### src/rtl/btn_conditioner.sv
// btn_conditioner
// Conditions the four Nexys direction buttons (U, D, L, R) for the game logic.
// Each button runs through its own lane: a two-flop synchroniser into the
// ClkPort domain, then a debounce / auto-repeat FSM with one shared-width
// counter. Lanes are fully independent; nothing is shared between them.
//
// Per lane outputs (all registered, no combinational path from btn_raw):
//   btn_db     clean level; high from the PRESS cycle until the release
//              has been stable for DEBOUNCE_CYCLES.
//   btn_pulse  one ClkPort cycle on every accepted press.
//   btn_repeat one cycle on the press, then after REPEAT_DELAY+1 cycles,
//              then every REPEAT_PERIOD cycles while the button is held.
//
// Lane FSM state is held in gen_lane[i].state_q (lane_state_t) for
// hierarchical observation.
//
// Handshake note: this block has no valid/ready interface. btn_pulse and
// btn_repeat are single-cycle strobes with no back-pressure; a consumer must
// sample them every ClkPort cycle. btn_db is a plain level.
module btn_conditioner #(
  parameter int DEBOUNCE_CYCLES = 2500000,
  parameter int REPEAT_DELAY    = 50000000,
  parameter int REPEAT_PERIOD   = 10000000,
  parameter int CNT_W           = 26
) (
  input  logic       ClkPort,
  input  logic       Reset,
  input  logic [3:0] btn_raw,
  output logic [3:0] btn_db,
  output logic [3:0] btn_pulse,
  output logic [3:0] btn_repeat
);

  // Terminal counts, sized to the counter so all compares are width-matched.
  localparam logic [CNT_W-1:0] DB_LAST  = CNT_W'(DEBOUNCE_CYCLES - 1);
  localparam logic [CNT_W-1:0] DLY_LAST = CNT_W'(REPEAT_DELAY - 1);
  localparam logic [CNT_W-1:0] PER_LAST = CNT_W'(REPEAT_PERIOD - 1);
  localparam logic [CNT_W-1:0] CNT_ZERO = '0;
  localparam logic [CNT_W-1:0] CNT_ONE  = CNT_W'(1);

  typedef enum logic [2:0] {
    ST_IDLE     = 3'd0,
    ST_ARM      = 3'd1,
    ST_PRESS    = 3'd2,
    ST_HOLD_DLY = 3'd3,
    ST_HOLD_RPT = 3'd4,
    ST_REL      = 3'd5
  } lane_state_t;

  // Two-flop synchroniser; sync2_q is the lane FSM input.
  logic [3:0] sync1_q;
  logic [3:0] sync2_q;

  // Bring the asynchronous button inputs into the ClkPort domain.
  always_ff @(posedge ClkPort or posedge Reset) begin
    if (Reset) begin
      sync1_q <= 4'b0000;
      sync2_q <= 4'b0000;
    end else begin
      sync1_q <= btn_raw;
      sync2_q <= sync1_q;
    end
  end

  for (genvar i = 0; i < 4; i++) begin : gen_lane
    lane_state_t      state_q;
    lane_state_t      state_d;
    logic [CNT_W-1:0] cnt_q;
    logic [CNT_W-1:0] cnt_d;
    logic             rpt_d;
    logic             db_q;
    logic             pulse_q;
    logic             repeat_q;
    logic             s;

    assign s = sync2_q[i];

    // Lane state and counter registers.
    always_ff @(posedge ClkPort or posedge Reset) begin
      if (Reset) begin
        state_q <= ST_IDLE;
        cnt_q   <= CNT_ZERO;
      end else begin
        state_q <= state_d;
        cnt_q   <= cnt_d;
      end
    end

    // Next-state and counter logic. rpt_d flags a repeat-interval expiry so
    // the repeat strobe lands in the cycle after the terminal count.
    always_comb begin
      state_d = state_q;
      cnt_d   = cnt_q;
      rpt_d   = 1'b0;
      case (state_q)
        ST_IDLE: begin
          cnt_d = CNT_ZERO;
          if (s) begin
            state_d = ST_ARM;
          end
        end
        ST_ARM: begin
          if (!s) begin
            // Too short to be a press: drop it silently.
            state_d = ST_IDLE;
            cnt_d   = CNT_ZERO;
          end else if (cnt_q == DB_LAST) begin
            state_d = ST_PRESS;
            cnt_d   = CNT_ZERO;
          end else begin
            cnt_d = cnt_q + CNT_ONE;
          end
        end
        ST_PRESS: begin
          state_d = ST_HOLD_DLY;
          cnt_d   = CNT_ZERO;
        end
        ST_HOLD_DLY: begin
          if (!s) begin
            state_d = ST_REL;
            cnt_d   = CNT_ZERO;
          end else if (cnt_q == DLY_LAST) begin
            state_d = ST_HOLD_RPT;
            cnt_d   = CNT_ZERO;
            rpt_d   = 1'b1;
          end else begin
            cnt_d = cnt_q + CNT_ONE;
          end
        end
        ST_HOLD_RPT: begin
          if (!s) begin
            state_d = ST_REL;
            cnt_d   = CNT_ZERO;
          end else if (cnt_q == PER_LAST) begin
            cnt_d = CNT_ZERO;
            rpt_d = 1'b1;
          end else begin
            cnt_d = cnt_q + CNT_ONE;
          end
        end
        ST_REL: begin
          if (s) begin
            // Release bounce: treat as still held and restart the repeat
            // delay, with no new press or repeat strobe.
            state_d = ST_HOLD_DLY;
            cnt_d   = CNT_ZERO;
          end else if (cnt_q == DB_LAST) begin
            state_d = ST_IDLE;
            cnt_d   = CNT_ZERO;
          end else begin
            cnt_d = cnt_q + CNT_ONE;
          end
        end
        default: begin
          // Unused encodings recover to IDLE.
          state_d = ST_IDLE;
          cnt_d   = CNT_ZERO;
        end
      endcase
    end

    // Registered outputs, decoded from the next state so they line up with
    // the state register rather than lagging it by a cycle.
    always_ff @(posedge ClkPort or posedge Reset) begin
      if (Reset) begin
        db_q     <= 1'b0;
        pulse_q  <= 1'b0;
        repeat_q <= 1'b0;
      end else begin
        db_q     <= (state_d == ST_PRESS) || (state_d == ST_HOLD_DLY) ||
                    (state_d == ST_HOLD_RPT) || (state_d == ST_REL);
        pulse_q  <= (state_d == ST_PRESS);
        repeat_q <= (state_d == ST_PRESS) || rpt_d;
      end
    end

    assign btn_db[i]     = db_q;
    assign btn_pulse[i]  = pulse_q;
    assign btn_repeat[i] = repeat_q;

    // Strobes are single-cycle by construction; flag any back-to-back pair.
    a_pulse_single : assert property (@(posedge ClkPort) disable iff (Reset)
      !(pulse_q && $past(pulse_q)));
    a_repeat_single : assert property (@(posedge ClkPort) disable iff (Reset)
      !(repeat_q && $past(repeat_q)));
    a_pulse_implies_db : assert property (@(posedge ClkPort) disable iff (Reset)
      !(pulse_q && !db_q));
  end

endmodule

### config.mk
export PLATFORM = sky130hd
export DESIGN_NAME = btn_conditioner
export DESIGN_NICKNAME = d
export VERILOG_FILES = /design/src/rtl/btn_conditioner.sv
export SDC_FILE = /design/constraint.sdc
export NUM_CORES = 1
export LEC_CHECK = 0
export ABC_CLOCK_PERIOD_IN_PS = 10900
export CORE_MARGIN = 5
export CORE_UTILIZATION = 30
export CTS_BUF_LIST = sky130_fd_sc_hd__clkbuf_4 sky130_fd_sc_hd__clkbuf_8 sky130_fd_sc_hd__clkbuf_16
export DETAILED_ROUTE_END_ITERATION = 16
export GPL_TIMING_DRIVEN = 0
export MAX_ROUTING_LAYER = met4
export PLACE_DENSITY_LB_ADDON = 0.25
export SLEW_MARGIN = 20
export SYNTH_ARGS = -nofsm -noshare
export SYNTH_HDL_FRONTEND = slang
export SYNTH_SLANG_ARGS = --single-unit
### constraint.sdc
create_clock -name ClkPort -period 10.9 [get_ports ClkPort]
set_input_delay 2.18 -clock ClkPort [delete_from_list [all_inputs] [get_ports ClkPort]]
set_output_delay 2.18 -clock ClkPort [all_outputs]
set_load 0.02 [all_outputs]
# Word-level counts from Yosys, hierarchy flattened
# Index checks and enable logic that the tools add are counted.
[op_classes]
n_reduce_logical = 20
addsub = 4
n_mux = 88
n_eq_ne = 48
[ops]
columns = ["operator", "n"]
rows = [
  ["2-to-1 mux 26 bit", 28],
  ["case mux 26 bit (4 select lines)", 4],
  ["adder 26 x 1 -> 26 bit, second input constant", 4],
  ["== test 26 x 22 -> 1 bit, second input constant", 4],
  ["== test 26 x 24 -> 1 bit, second input constant", 4],
  ["== test 26 bit, second input constant", 4],
  ["2-to-1 mux 3 bit", 32],
  ["case mux 3 bit (6 select lines)", 4],
  ["== test 3 x 2 -> 1 bit, second input constant", 16],
  ["== test 3 bit, second input constant", 16],
  ["logical OR 1 bit", 16],
  ["2-to-1 mux 1 bit", 16],
  ["== test 3 x 1 -> 1 bit, second input constant", 4],
  ["logical NOT 3 bit", 4],
  ["case mux 1 bit (2 select lines)", 4],
]
[totals]
reg_bits = 136

# Longest topological paths before layout
[depth]
word_depth = 8
ltp_mapped = 8

# Worst setup path after synthesis
# OpenSTA, ideal clock, no wires.
[synth_path]
kind = "register to output"
startpoint = "register gen_lane[0].db_q"
endpoint = "output port btn_db[0]"
stages_incl_launch_ff = 2
required_ns = 8.720
t_arrival_ns = 0.482
n_path_buf = 1
setup_slack_ns = 8.238
cell_sequence = "dfrtp_1 -> buf_4"
[synth_rtl]
columns = ["item", "line_no", "text"]
rows = [
  ["from (decl)", "71", "logic db_q;"],
  ["from (signal assigned)", "170", "db_q <= (state_d == ST_PRESS) || (state_d == ST_HOLD_DLY) ||"],
  ["to (decl)", "29", "output logic [3:0] btn_db,"],
]
# No word-level cell between the ends.

# Final worst setup path
[layout_path]
startpoint = "register gen_lane[2].db_q"
endpoint = "output port btn_db[2]"
[layout_rtl]
columns = ["item", "line_no"]
rows = [
  ["from (decl)", "71"],
  ["from (signal assigned)", "170"],
]
# No word-level cell between the ends.

==> impl_metrics.tcl <==
set metrics [dict create \
    status "finished, final reports clean" \
    cp-end-kind "primary output" \
    grt-ovfl-total 0 \
    required_ns 8.72 \
    clock_latency_ns 0.42 \
    leakage_nw 3.31 \
    synth_cell_types 63 \
    place_ws_ns 7.48 \
    synthCells 783 \
    utilization_pct 35.3 \
    synth_top_cell_area_share_pct 45.0 \
    tritoncts "built" \
    yosysTopAreaCell "dfrtp_1" \
    ys.flop_type "dfrtp_1" \
    grt_setup_unrepaired "false" \
    synth_fp_nets 793 \
    die_area_mm2 0.0285 \
    slowest_delay_ns 0.53 \
    vias 5808 \
    peakVddDrop_v 0.0000834 \
    period_minus_slack_ns 3.62 \
    routedWlPerCell_um 14.4 \
    arrival_ns 1.44 \
    syn_area_mm2 0.00756 \
    ant_nets 0 \
    htreeDepth 4 \
    crit_start "gen_lane[2].db_q" \
    hold_start "sync1_q[3]" \
    die_y_um 169 \
    final_cell_mix "dfrtp_1, a21oi_1, nor2_1, nand2_1, xnor2_1" \
    fill_cells 2571 \
    synth_area_leaders "dfrtp_1, xnor2_1, xor2_1" \
    dr.pass1.iters 4 \
    grt_pass1_vias 5751 \
    portBuffers 17 \
    clock.fmax_mhz 276 \
    max_slew_margin_pct 43.8 \
    synth.yosys.seq_area_share_pct 45.0 \
    path_buf_inv 2 \
    cp_top_family "buffers and inverters" \
    worstMarginPinSlew_ns 0.837 \
    finClkSkew_ns 0.0126 \
    drcViolationCount 0 \
    clockBufferDepth 2 \
    finalHoldViolCount 0 \
    cts.sinks 136 \
    area_growth_pct 16.8 \
    routed_via_density 4.99 \
    startpoint_type "register" \
    antenna_found_initial 0 \
    r2r_start "gen_lane[2].cnt_q[18]" \
    cts_buffers 17 \
    fp-row-count 58 \
    setup_viol 0 \
    wl_mm 16.8 \
    ys_async_sr_fraction_pct 100 \
    final_common_cell "dfrtp_1" \
    cap_violations 0 \
    synth-edff-count 0 \
    drv_slew 0 \
    regToRegSetupSlack_ns 8.09 \
    cp_cell_sequence "buf_4, clkdlybuf4s50_1" \
    whs_path_depth 0 \
    post-route-period-util_pct 33.2 \
    cp_slowest_cell "clkdlybuf4s50_1" \
    drive_above_1_share_pct 13.2 \
    min_to "sync2_q[3]" \
    drtIter0Drc 298 \
    hp-class "register to register" \
    worst_slack_ns 7.28 \
    whs_ns 0.348 \
    postCtsHoldBufs 0 \
    grtUsageTotal_pct 12.7 \
    rr_worst_depth 6 \
    grt_max_degree 91 \
    grt_pass1_wl_mm 29.0 \
    root_buffer "clkbuf_16" \
    avgSynthCellArea_um2 9.66 \
    r2r_end "gen_lane[2].cnt_q[19]" \
    cts_resized 0 \
    die_w_um 169 \
    antenna_cells 0 \
    hpwl_mm 11.3 \
    clk_pin_slew_ns 0.07 \
    core_mm2 0.0250 \
    ios 18 \
    crit_fanout 1 \
    initial_core_util_pct 30.2 \
    p_per_area_mw_per_mm2 131 \
    ys_seq_elements 136 \
    cts_setup_buffers 0 \
    yosysWarnings 0 \
    place.gp.congestion 0.791 \
    fin_nets 830 \
    tns_ns 0 \
    crit_type "register to primary output" \
]
## worst register-to-register path, cell delays in order, from the launching register on
cell	delay [ns]
dfrtp_1	0.44
or4b_1	0.55
nor4_1	0.52
nand3_1	0.26
nand3_1	0.30
clkbuf_1	0.47
a21oi_1	0.13
## sequential cells by signal (all words and copies together) (netlist names)
| register | flops |
|---|---|
| gen_lane.cnt_q | 104 |
| gen_lane.db_q | 4 |
| gen_lane.pulse_q | 4 |
| gen_lane.repeat_q | 4 |
| gen_lane.state_q | 12 |
| sync1_q | 4 |
| sync2_q | 4 |
## cells in the mapped netlist, drive strengths merged, types with 2 or more instances
cell,instances
nor4bb,3
or3b,3
nor2,63
buf,29
a211oi,3
nand3,45
xnor2,51
o21ai,9
and2,9
nor4,25
o221ai,2
o211ai,4
ha,4
and3,15
xor2,45
a32oi,3
inv,22
nor3,56
and4,11
nor4b,3
dfrtp,136
or4,8
a21oi,66
or3,3
o32ai,4
nand2b,6
o21a,4
nand4,30
a31oi,6
nand2,54
nand4b,6
o31a,3
nor2b,5
or4b,9
clkbuf,16
a2111oi,2
a21boi,4
or2,3
## where the power goes
part	leakage [nW]	internal, mW	switching (mW)
Sequential	1.87	0.509	0.00301
Clock	0.294	0.378	0.227
Combinational	1.15	0.0110	0.0269
## through the flow
| stage | power (mW) | cells | instance area, um^2 |
|---|---|---|---|
| after floorplan | 0.547 | 783 | 7560 |
| after global placement | 0.559 | 1130 | 8150 |
| after detailed placement | 0.561 | 1131 | 8210 |
| after CTS | 1.18 | 1163 | 8830 |
| after global routing | 1.20 | 1163 | 8830 |
| final | 1.15 | 1163 | 8830 |
## cell type report
type | instances | area, um^2 | share of cell area [%]
Inverter | 22 | 90.1 | 1.02
Buffer | 46 | 303 | 3.43
Sequential cell | 136 | 3400 | 38.5
Clock inverter | 12 | 164 | 1.86
Timing Repair Buffer | 18 | 198 | 2.24
Clock buffer | 20 | 460 | 5.21
Multi-Input combinational cell | 579 | 3800 | 43.1
Tap cell | 330 | 413 | 4.67
## worst max path at each step
stage                             endpoint  slack [ns]  cells after the start
floorplan             gen_lane[0].cnt_q[0]        5.08                      1
global placement    gen_lane[0].state_q[1]        2.84                      2
detailed placement              sync2_q[3]        7.48                      3
CTS                              btn_db[2]        7.24                      2
global route                  btn_pulse[1]        7.21                      2
finish                           btn_db[2]        7.28                      2
## kinds of logic after synthesis
group           count (synthesis)  share of synthesized area, %
compound gates                116                          9.91
buf+inv                        68                          5.09
flops                         136                          45.0
simple gates                  363                          28.2
fa+ha+maj                       4                         0.662
xor+xnor                       96                          11.1
## metal layers
metal	track usage [%]	vias up	part of all wire, %	routed length (um)
li1	-	2895	-	-
met1	16.9	2827	49	8260
met2	19.6	70	47	7840
met3	2.78	16	2.6	430
met4	3.32	0	1.3	217
met5	-	-	0	0
No activity file was read; power rests on OpenSTA's default activity.
